===== config.mk =====
export PLATFORM = sky130hd
export DESIGN_NAME = iir_biquad_mc_flat
export DESIGN_NICKNAME = d
export VERILOG_FILES = /design/src/rtl/iir_biquad_mc_pkg.sv /design/src/rtl/iir_biquad_mc_if.sv /design/src/rtl/iir_biquad_mc_mac.sv /design/src/rtl/iir_biquad_mc.sv /design/src/flat_wrapper.sv
export SDC_FILE = /design/constraint.sdc
export NUM_CORES = 2
export LEC_CHECK = 0
export CORE_MARGIN = 3
export CORE_UTILIZATION = 45
export CTS_BUF_LIST = sky130_fd_sc_hd__clkbuf_8 sky130_fd_sc_hd__clkbuf_16
export CTS_CLUSTER_SIZE = 30
export DETAILED_ROUTE_END_ITERATION = 8
export PLACE_DENSITY = 0.68
export SLEW_MARGIN = 5
export SYNTH_ARGS = -nofsm -noshare
export SYNTH_HDL_FRONTEND = slang
export SYNTH_HIERARCHICAL = 1
export SYNTH_SLANG_ARGS = --single-unit

===== constraint.sdc =====
create_clock -name clk -period 14.3 [get_ports clk]
set_input_delay 2.86 -clock clk [delete_from_list [all_inputs] [get_ports clk]]
set_output_delay 2.86 -clock clk [all_outputs]
set_load 0.05 [all_outputs]

===== src/rtl/iir_biquad_mc_pkg.sv =====
// Shared types and helpers for the multi-channel biquad cascade.
package iir_pkg;

    localparam int unsigned TAP_W = 3;

    localparam logic [TAP_W-1:0] B0 = 3'd0;
    localparam logic [TAP_W-1:0] B1 = 3'd1;
    localparam logic [TAP_W-1:0] B2 = 3'd2;
    localparam logic [TAP_W-1:0] A1 = 3'd3;
    localparam logic [TAP_W-1:0] A2 = 3'd4;

    // Slot order of the per-channel, per-section history words.
    localparam logic [1:0] H_X1 = 2'd0;
    localparam logic [1:0] H_X2 = 2'd1;
    localparam logic [1:0] H_Y1 = 2'd2;
    localparam logic [1:0] H_Y2 = 2'd3;

    typedef enum logic [1:0] {IDLE, MAC, WB, OUT} state_t;

    // Clamp a signed value to the range of a width-bit two's complement word.
    function automatic logic signed [63:0] sat(input logic signed [63:0] value,
                                              input int unsigned width);
        logic signed [63:0] hi;
        logic signed [63:0] lo;
        hi = (64'sd1 <<< (width - 1)) - 64'sd1;
        lo = -(64'sd1 <<< (width - 1));
        if (value > hi)
            sat = hi;
        else if (value < lo)
            sat = lo;
        else
            sat = value;
    endfunction

endpackage


===== src/rtl/iir_biquad_mc_if.sv =====
// Sample, result and configuration signals of the biquad cascade.
interface iir_biquad_mc_if #(
    parameter int unsigned DIN_W  = 12,
    parameter int unsigned DOUT_W = 18,
    parameter int unsigned CW     = 16,
    parameter int unsigned NSEC   = 2,
    parameter int unsigned NCH    = 2
);
    localparam int unsigned CH_W = (NCH > 1) ? $clog2(NCH) : 1;
    localparam int unsigned AW   = $clog2(5 * NSEC);

    logic signed [DIN_W-1:0]  din;
    logic [CH_W-1:0]          din_ch;
    logic                     din_valid;
    logic                     din_ready;
    logic signed [DOUT_W-1:0] dout;
    logic [CH_W-1:0]          dout_ch;
    logic                     dout_valid;
    logic                     cfg_we;
    logic [AW-1:0]            cfg_addr;
    logic signed [CW-1:0]     cfg_data;
    logic                     state_clr;
    logic                     busy;

    modport master (
        output din, din_ch, din_valid, cfg_we, cfg_addr, cfg_data, state_clr,
        input  din_ready, dout, dout_ch, dout_valid, busy
    );

    modport slave (
        input  din, din_ch, din_valid, cfg_we, cfg_addr, cfg_data, state_clr,
        output din_ready, dout, dout_ch, dout_valid, busy
    );
endinterface


===== src/rtl/iir_biquad_mc_mac.sv =====
// Shared signed multiply-accumulate with floor-shift and saturating read-out.
module iir_mac
    import iir_pkg::*;
#(
    parameter int unsigned IW = 18,
    parameter int unsigned CW = 16
) (
    input  logic                 clk,
    input  logic                 rst,
    input  logic                 en,
    input  logic                 clr,
    input  logic                 sub,
    input  logic signed [CW-1:0] coef,
    input  logic signed [IW-1:0] data,
    output logic signed [IW-1:0] y_c
);
    localparam int unsigned PW    = IW + CW;
    localparam int unsigned ACC_W = IW + CW + 3;

    logic signed [PW-1:0]    prod_c;
    logic signed [ACC_W-1:0] term_c;
    logic signed [ACC_W-1:0] base_c;
    logic signed [ACC_W-1:0] acc_q;

    assign prod_c = PW'(coef) * PW'(data);
    assign term_c = ACC_W'(prod_c);
    assign base_c = clr ? '0 : acc_q;

    always_ff @(posedge clk or negedge rst) begin
        if (!rst)
            acc_q <= '0;
        else if (en)
            acc_q <= sub ? (base_c - term_c) : (base_c + term_c);
    end

    // Drop the Q2 fraction bits (arithmetic shift floors) and clamp to IW.
    assign y_c = IW'(sat(64'(acc_q >>> (CW - 2)), IW));

endmodule


===== src/rtl/iir_biquad_mc.sv =====
// Multi-channel cascade of direct-form-I biquads sharing one MAC.
module iir_biquad_mc
    import iir_pkg::*;
#(
    parameter int unsigned DIN_W  = 12,
    parameter int unsigned DOUT_W = 18,
    parameter int unsigned CW     = 16,
    parameter int unsigned NSEC   = 2,
    parameter int unsigned NCH    = 2
) (
    input logic            clk,
    input logic            rst,
    iir_biquad_mc_if.slave bus
);
    localparam int unsigned CH_W  = (NCH > 1) ? $clog2(NCH) : 1;
    localparam int unsigned SEC_W = (NSEC > 1) ? $clog2(NSEC) : 1;
    localparam int unsigned AW    = $clog2(5 * NSEC);
    localparam int unsigned NCOEF = 5 * NSEC;
    localparam logic signed [CW-1:0] COEF_ONE = CW'(2 ** (CW - 2));

    state_t             state_q, state_d;
    logic [SEC_W-1:0]   sec_q, sec_d;
    logic [TAP_W-1:0]   tap_q, tap_d;
    logic               accept_c, mac_en_c, wb_c, out_c, clr_hist_c, cfg_wr_c;

    logic signed [CW-1:0]     coef [NCOEF];
    logic signed [DOUT_W-1:0] hist [NCH][NSEC][4];
    logic signed [DOUT_W-1:0] x_q;
    logic [CH_W-1:0]          ch_q;
    logic                     drop_q;
    logic                     drop_c;
    logic [AW-1:0]            coef_idx_c;
    logic signed [DOUT_W-1:0] opnd_c;
    logic                     neg_c;
    logic signed [DOUT_W-1:0] y_c;

    assign bus.din_ready = (state_q == IDLE) && !bus.state_clr;
    assign bus.busy      = (state_q != IDLE);
    assign drop_c        = 32'(bus.din_ch) >= NCH;
    assign coef_idx_c    = AW'(int'(sec_q) * 5 + int'(tap_q));

    always_ff @(posedge clk or negedge rst) begin
        if (!rst) begin
            state_q <= IDLE;
            sec_q   <= '0;
            tap_q   <= B0;
        end else begin
            state_q <= state_d;
            sec_q   <= sec_d;
            tap_q   <= tap_d;
        end
    end

    always_comb begin
        state_d    = state_q;
        sec_d      = sec_q;
        tap_d      = tap_q;
        accept_c   = 1'b0;
        mac_en_c   = 1'b0;
        wb_c       = 1'b0;
        out_c      = 1'b0;
        clr_hist_c = 1'b0;
        cfg_wr_c   = 1'b0;
        case (state_q)
            IDLE: begin
                cfg_wr_c = bus.cfg_we && (32'(bus.cfg_addr) < 32'(NCOEF));
                // A clear request takes priority over a waiting sample.
                if (bus.state_clr) begin
                    clr_hist_c = 1'b1;
                end else if (bus.din_valid) begin
                    accept_c = 1'b1;
                    state_d  = MAC;
                    sec_d    = '0;
                    tap_d    = B0;
                end
            end
            MAC: begin
                mac_en_c = 1'b1;
                if (tap_q == A2)
                    state_d = WB;
                else
                    tap_d = tap_q + 3'd1;
            end
            WB: begin
                wb_c  = 1'b1;
                tap_d = B0;
                if (sec_q == SEC_W'(NSEC - 1)) begin
                    state_d = OUT;
                end else begin
                    sec_d   = sec_q + SEC_W'(1);
                    state_d = MAC;
                end
            end
            OUT: begin
                out_c   = 1'b1;
                state_d = IDLE;
            end
            default: state_d = IDLE;
        endcase
    end

    // Operand for the current tap; feedback taps are subtracted.
    always_comb begin
        opnd_c = x_q;
        neg_c  = 1'b0;
        case (tap_q)
            B1: opnd_c = hist[ch_q][sec_q][H_X1];
            B2: opnd_c = hist[ch_q][sec_q][H_X2];
            A1: begin
                opnd_c = hist[ch_q][sec_q][H_Y1];
                neg_c  = 1'b1;
            end
            A2: begin
                opnd_c = hist[ch_q][sec_q][H_Y2];
                neg_c  = 1'b1;
            end
            default: opnd_c = x_q;
        endcase
    end

    iir_mac #(.IW(DOUT_W), .CW(CW)) u_mac (
        .clk  (clk),
        .rst  (rst),
        .en   (mac_en_c),
        .clr  (tap_q == B0),
        .sub  (neg_c),
        .coef (coef[coef_idx_c]),
        .data (opnd_c),
        .y_c  (y_c)
    );

    always_ff @(posedge clk or negedge rst) begin
        if (!rst) begin
            x_q            <= '0;
            ch_q           <= '0;
            drop_q         <= 1'b0;
            bus.dout       <= '0;
            bus.dout_ch    <= '0;
            bus.dout_valid <= 1'b0;
            for (int c = 0; c < NCH; c++)
                for (int s = 0; s < NSEC; s++)
                    for (int h = 0; h < 4; h++)
                        hist[c][s][h] <= '0;
            for (int i = 0; i < NCOEF; i++)
                coef[i] <= (i % 5 == 0) ? COEF_ONE : '0;
        end else begin
            bus.dout_valid <= out_c && !drop_q;
            if (accept_c) begin
                x_q    <= DOUT_W'(bus.din);
                drop_q <= drop_c;
                ch_q   <= drop_c ? '0 : bus.din_ch;
            end
            if (clr_hist_c) begin
                for (int c = 0; c < NCH; c++)
                    for (int s = 0; s < NSEC; s++)
                        for (int h = 0; h < 4; h++)
                            hist[c][s][h] <= '0;
            end
            // Section output becomes the next section's input.
            if (wb_c) begin
                x_q <= y_c;
                if (!drop_q) begin
                    hist[ch_q][sec_q][H_X2] <= hist[ch_q][sec_q][H_X1];
                    hist[ch_q][sec_q][H_X1] <= x_q;
                    hist[ch_q][sec_q][H_Y2] <= hist[ch_q][sec_q][H_Y1];
                    hist[ch_q][sec_q][H_Y1] <= y_c;
                end
            end
            if (out_c && !drop_q) begin
                bus.dout    <= x_q;
                bus.dout_ch <= ch_q;
            end
            if (cfg_wr_c)
                coef[bus.cfg_addr] <= bus.cfg_data;
        end
    end

endmodule


===== src/flat_wrapper.sv =====
// flat-port wrapper written by rule: the top's interface ports become plain ports
module iir_biquad_mc_flat import iir_pkg::*;
#(
    parameter int unsigned DIN_W  = 12,
    parameter int unsigned DOUT_W = 18,
    parameter int unsigned CW     = 16,
    parameter int unsigned NSEC   = 2,
    parameter int unsigned NCH    = 2
)
  (clk, rst, bus_din, bus_din_ch, bus_din_valid, bus_cfg_we, bus_cfg_addr, bus_cfg_data, bus_state_clr, bus_din_ready, bus_dout, bus_dout_ch, bus_dout_valid, bus_busy);
  iir_biquad_mc_if #(.DIN_W(DIN_W), .DOUT_W(DOUT_W), .CW(CW), .NSEC(NSEC), .NCH(NCH)) bus_i ();
  input logic clk;
  input logic rst;
  input wire logic [$bits(bus_i.din)-1:0] bus_din;
  input wire logic [$bits(bus_i.din_ch)-1:0] bus_din_ch;
  input wire logic [$bits(bus_i.din_valid)-1:0] bus_din_valid;
  input wire logic [$bits(bus_i.cfg_we)-1:0] bus_cfg_we;
  input wire logic [$bits(bus_i.cfg_addr)-1:0] bus_cfg_addr;
  input wire logic [$bits(bus_i.cfg_data)-1:0] bus_cfg_data;
  input wire logic [$bits(bus_i.state_clr)-1:0] bus_state_clr;
  output wire logic [$bits(bus_i.din_ready)-1:0] bus_din_ready;
  output wire logic [$bits(bus_i.dout)-1:0] bus_dout;
  output wire logic [$bits(bus_i.dout_ch)-1:0] bus_dout_ch;
  output wire logic [$bits(bus_i.dout_valid)-1:0] bus_dout_valid;
  output wire logic [$bits(bus_i.busy)-1:0] bus_busy;
  assign bus_i.din = bus_din;
  assign bus_i.din_ch = bus_din_ch;
  assign bus_i.din_valid = bus_din_valid;
  assign bus_i.cfg_we = bus_cfg_we;
  assign bus_i.cfg_addr = bus_cfg_addr;
  assign bus_i.cfg_data = bus_cfg_data;
  assign bus_i.state_clr = bus_state_clr;
  assign bus_din_ready = bus_i.din_ready;
  assign bus_dout = bus_i.dout;
  assign bus_dout_ch = bus_i.dout_ch;
  assign bus_dout_valid = bus_i.dout_valid;
  assign bus_busy = bus_i.busy;
  iir_biquad_mc #(.DIN_W(DIN_W), .DOUT_W(DOUT_W), .CW(CW), .NSEC(NSEC), .NCH(NCH)) u_core (.clk(clk), .rst(rst), .bus(bus_i));
endmodule

Word level (Yosys, flattened, before mapping). Cells that the tools add are included.

$lt $le $gt $ge: 10. $add $sub $neg: 5. Eq/ne operators: 11. Bitwise gates (word level): 4. Multiply operators: 2. Mux-type cells: 64. Reductions and logical operators: 16.

Operators with widths (number): 288-bit bitwise mux (4); 144-bit 2-to-1 mux (7); 144-bit demux with 1-bit select (4); 288-bit 2-to-1 mux (2); 72-bit demux with 1-bit select (4); 72-bit 2-to-1 mux (4); 160-bit bitwise mux (1); 18-bit 2-to-1 mux (5); 37-bit 2-to-1 mux (2); 18-bit one-hot mux with 4 select lines (1); 16-bit binary-select mux with 4-bit select (1); 16-bit demux with 4-bit select (1); 54-bit 2-to-1 mux (1); 16-bit 2-to-1 mux (3); 37-bit by 34-bit adder with 37-bit output (1); 37-bit by 34-bit subtractor with 37-bit output (1); 36-bit 2-to-1 mux (1); 16-bit by 18-bit multiplier with 34-bit output (1); 23-bit by 18-bit > comparator with 1-bit output (second input constant) (1); 23-bit by 18-bit < comparator with 1-bit output (second input constant) (1); 1-bit 2-to-1 mux (13); 5-bit >= comparator (second input constant) (2); 4-bit inverter with 5-bit output (2); 3-bit 2-to-1 mux (3); other kinds (29) (46).

Bits in registers: 530. Output and inout bits: 22.

Depth between registers and ports, before layout.
Word-level depth: 12. Depth in mapped cells: 47.

By module. Netlist, hierarchy kept.

By module, submodules not included: iir_biquad_mc (area an instance 23252.3 µm², sequential area each 12339.3 µm², times used 1, cells each 2100); iir_mac (area an instance 15361.0 µm², sequential area each 925.9 µm², times used 1, cells each 1753).

Worst setup path after synthesis. No wires, ideal clock.

Path type: reg-to-reg. Start point: register u_core.tap_q[2]. End point: register u_core.u_mac.acc_q[33]. Clock period less this slack: 10.350 ns. Stages on the path, launching flop included: 44. Slack: 3.950 ns. Required time: 14.175 ns. Buffers on the path: 6. Data arrival time: 10.225 ns. Cell sequence: dfrtp_1 > clkbuf_1 > clkbuf_1 > inv_1 > ha_1 > clkbuf_1 > o21bai_1 > clkbuf_1 > nor2_1 > a41oi_1 > clkbuf_1 > nand2_1 > fa_1 > fa_1 > fa_1 > inv_1 > fa_1 > fa_1 > (+8 left out) > or3_1 > a211oi_2 > and3b_1 > and3b_1 > a21oi_1 > xnor2_1 > ha_1 > a21o_1 > a21o_1 > a21o_1 > a21o_1 > a21o_1 > a221o_1 > nor3_1 > a21oi_1 > a21oi_1 > xnor2_1 > mux2_2.

Elaborated cells on any way between the ends: 18.

RTL lines: start: declaration (RTL line iir_biquad_mc.sv:23) `logic [TAP_W-1:0] tap_q, tap_d;`; start signal: assignment (RTL line iir_biquad_mc.sv:50) `tap_q <= tap_d;`; 3-bit == test (tied with other cells) (RTL line iir_biquad_mc.sv:106) `case (tap_q)`; 18-bit one-hot mux with 4 select lines (*) (RTL line iir_biquad_mc.sv:106); named net u_core.opnd_c[12] (RTL line iir_biquad_mc.sv:33) `logic signed [DOUT_W-1:0] opnd_c;`; 16-bit by 18-bit multiplier with 34-bit output (*) (RTL line iir_biquad_mc_mac.sv:25) `assign prod_c = PW'(coef) * PW'(data);`; 37-bit by 34-bit adder with 37-bit output / 37-bit by 34-bit subtractor with 37-bit output (equally long branches) (RTL line iir_biquad_mc_mac.sv:33) `acc_q <= sub ? (base_c - term_c) : (base_c + term_c);`; 37-bit 2-to-1 mux (*) (RTL line iir_biquad_mc_mac.sv:33); end signal: assignment (RTL line iir_biquad_mc_mac.sv:33); end: declaration (RTL line iir_biquad_mc_mac.sv:23) `logic signed [ACC_W-1:0] acc_q;`.

Mark *: on every way through the listed nets, which the timed path passes. The rest lies on a longest branch. The select of a mux whose other input is x is not followed. A chain may end at the register's enable or synchronous reset.

Worst setup path after layout.
Start point: register u_core.tap_q[0]. End point: register u_core.u_mac.acc_q[33].

Same word-level chain as after synthesis.

==> PnR_summary.wiki <==
{| class="wikitable"
! Metric !! Value
|-
| Setup violators final || 0
|-
| Mux cell area share after synthesis || 14.1%
|-
| Result of the run || finished, final reports clean
|-
| Synthesized net count || 4313
|-
| Number of flops mapped to enable cells by yosys || 0
|-
| Required time reported for the critical path endpoint || 14820 ps
|-
| Highest cell delay on the worst timing path || 820 ps
|-
| First drt pass iteration count || 6
|-
| Overall fraction of global-route tracks in use || between 20% and 30%
|-
| Fraction of the yosys area taken by sequential cells || approximately 34%
|-
| CTS buffer count || 57
|-
| Post-route antenna net violation count || 0
|-
| Sum Neg Setup Slack || 0 ps
|-
| Clk Latency, worst-skew pair || between 600 and 700 ps
|-
| Number of sinks on the clock net || 530
|-
| Routed vias/inst || around 5.6
|-
| Worst-case clock buffer depth || 3
|-
| Clock tree from TritonCTS || done
|-
| Post_cts resized || 0
|-
| Via count of the first global-routing pass || between 20k and 30k
|-
| Vias post-DR || around 28k
|-
| DP Area || 40200 µm²
|-
| Setup bufs post-CTS || 0
|-
| Cells after Synth || slightly below 4k
|-
| Final Cell Area || 42200 µm²
|-
| Detailed Route WL || a little under 100000 µm
|-
| Largest family of logic cells by synthesized area || adder cells
|-
| Normalized max-slew margin || a little over a fifth
|-
| Most used cells in the layout excluding fill and tap cells || sky130_fd_sc_hd__nand2_1, sky130_fd_sc_hd__dfrtp_1, sky130_fd_sc_hd__inv_1
|-
| Cts-stage hold buffer count || 0
|-
| Launch point of the critical path || u_core/tap_q[0]
|-
| Grt total ovfl || 0
|-
| Number of fill cells || 7705
|-
| H-tree depth || 2
|-
| Wire length of the first global-routing pass || 161000 µm
|-
| Layout-stage area growth over the synthesis result || 9.28%
|-
| Seq. cell area || around 13000 µm²
|-
| Post-synthesis compound-gate area fraction || 8.83%
|-
| Multi-input gate area in the final layout || 23100 µm²
|-
| Total of warnings raised by yosys || 6
|-
| Routability congestion estimate || around 0.85
|-
| Proportion of layout cells with a drive suffix above 1 || 13.0%
|-
| Ratio of final minimum period to clock period || between 80% and 90%
|-
| Die W || between 200 and 300 µm
|-
| Register bit count reported by yosys || 530
|-
| Critical path startpoint category || flip-flop
|-
| Effective utilization at floorplan || roughly 46%
|-
| Fraction of registers with async set or reset after synthesis || 100%
|-
| Number of distinct library cell variants in the gate-level netlist after synthesis || 85
|-
| Prevailing post-synth register cell || sky130_fd_sc_hd__dfrtp_1
|-
| I/O Buffers || 59
|-
| Initial antenna violation count || 4
|-
| Startpoint of the worst register-to-register path || u_core/tap_q[0]
|-
| Per-instance average area after synthesis || 10.0 µm²
|-
| Number of design-rule violations left by the first detailed-router iteration || roughly 2.1k
|-
| Max Freq || around 86 MHz
|-
| Adder-cell area share of the yosys netlist || 19.3%
|-
| Max-slew violation total from the final report || 0
|-
| Arr. time, crit path || between 10000 and 15000 ps
|-
| Count of placed standard cells in the final layout, fillers left out || 4965
|-
| Final HPWL from detailed placement || ~66000 µm
|-
| Routed len/inst || 19.9 µm
|-
| Vert. Die Dim || approximately 300 µm
|-
| Number of placed I/O pins || 60
|-
| Class of the most critical hold timing path || reg2reg
|-
| Max stage delay cell, worst path || sky130_fd_sc_hd__nand2_1
|-
| Synthesized-area fraction occupied by and/or/nand/nor cells || between 10% and 20%
|-
| Pin count of the biggest net entering global routing || 240
|-
| Worst Max-Slew Pin Slew || 1180 ps
|-
| Synthesized area || 38600 µm²
|-
| Share of the synthesized netlist area taken by xor and xnor gates || 2.22%
|-
| Clock input transition at the sequential cells of the worst setup and hold paths || roughly 60 ps
|-
| Core box area || around 84000 µm²
|-
| Number of buffer and inverter stages on the critical path || 7
|-
| Crit Path Class || reg2reg
|-
| Die Outline Area || ~89000 µm²
|-
| Max Cap Viol || 0
|-
| Placed Cells incl. Taps || approximately 4.9k
|-
| Skew final || approximately 44 ps
|-
| Number of nets in the finished design || 4242
|-
| Placement row count || ~110
|-
| Minimum period implied by the final worst setup slack || between 10000 and 15000 ps
|-
| Hold Crit Start || u_core/hist[283]
|-
| Final hold viol count || 0
|-
| Root Buffer || sky130_fd_sc_hd__clkbuf_16
|-
| Highest net fanout along the worst path || 22
|-
| RSZ-0062 raised after global routing || no
|-
| Element type at the critical path end || flip-flop
|-
| Most common cell after layout, fill and taps aside || sky130_fd_sc_hd__nand2_1
|-
| Final standard cell utilization of the core || 50.0%
|-
| Category of cells accounting for the largest share of critical-path delay || adder cells
|-
| Residual DRC count || 0
|}
[synth_stat cells, types with 47 or more instances]
master / n / area (µm²)
sky130_fd_sc_hd__buf_2: 47 / 235
sky130_fd_sc_hd__nand3_1: 148 / 741
sky130_fd_sc_hd__o21ai_0: 197 / 986
sky130_fd_sc_hd__dfrtp_1: 528 / 13200
sky130_fd_sc_hd__clkbuf_1: 148 / 556
sky130_fd_sc_hd__a21oi_1: 79 / 395
sky130_fd_sc_hd__nand2_1: 636 / 2390
sky130_fd_sc_hd__nor2_1: 106 / 398
sky130_fd_sc_hd__fa_1: 291 / 5830
sky130_fd_sc_hd__mux2_2: 223 / 2510
sky130_fd_sc_hd__and2_1: 135 / 845
sky130_fd_sc_hd__inv_1: 339 / 1270
sky130_fd_sc_hd__mux4_2: 54 / 1220
sky130_fd_sc_hd__mux2i_1: 173 / 1730
sky130_fd_sc_hd__xnor2_1: 75 / 657
sky130_fd_sc_hd__ha_1: 131 / 1640
[final cells by class]
cell class	count	share of cell area, %
well taps	1134	3.36
repair buffers	124	2.66
multi-input cells	2730	54.7
clock inverters	37	0.955
flip-flops and latches	530	31.5
clock buffers	70	3.80
inverters	339	3.02
diodes	1	0.00593
[tightest hold or removal path, stage by stage, from the launching register on]
cell and delay, ps:
sky130_fd_sc_hd__dfrtp_1 340, sky130_fd_sc_hd__nand3_1 60, sky130_fd_sc_hd__nand2_1 60
[cell families (layout without fill, tap and decap cells)]
logic type	Yosys count	count (layout)
fa+ha+maj	422	422
mux	450	450
buf+inv	593	570
flops	530	530
other cells	0	1
simple gates	1226	1226
xor+xnor	98	98
compound gates	534	534
[through the flow]
step                hold slack, ps  setup slack (ps)
CTS                            498              2820
global route                   508              1930
global placement               476              2860
floorplan                      461              3950
detailed placement             482              2850
finish                         497              2720
[per-layer routing]
metal | vias up | track usage [%] | routed length (µm)
met5 | - | 0 | 27
met4 | 4 | 6.43 | 2660
met3 | 152 | 3.57 | 6640
met2 | 887 | 35.7 | 45800
met1 | 14200 | 31.2 | 43500
li1 | 12700 | - | -
[worst paths after layout]
check	end	slack, ps	depth (start not counted)
min in group asynchronous	u_core/hist[283]	2240	1
min	u_core/hist[283]	500	2
max	u_core/u_mac/acc_q[33]	2720	42
max reg2reg	u_core/u_mac/acc_q[33]	2720	42
min reg2reg	u_core/hist[283]	500	2
max in group asynchronous	u_core/hist[220]	9750	3
[flip-flops by register name, summed over array words and instances, names as in the netlist]
name / count
u_core/ch_q: 1
u_core/bus.dout_ch: 1
u_core/bus.dout: 18
u_core/hist: 288
u_core/state_q: 2
u_core/x_q: 18
u_core/sec_q: 1
u_core/tap_q: 3
u_core/coef: 160
u_core/u_mac/acc_q: 37
u_core/bus.dout_valid: 1
Power is not shown: default switching activity piles up to over one toggle a cycle in this logic, so the estimate is an artifact.
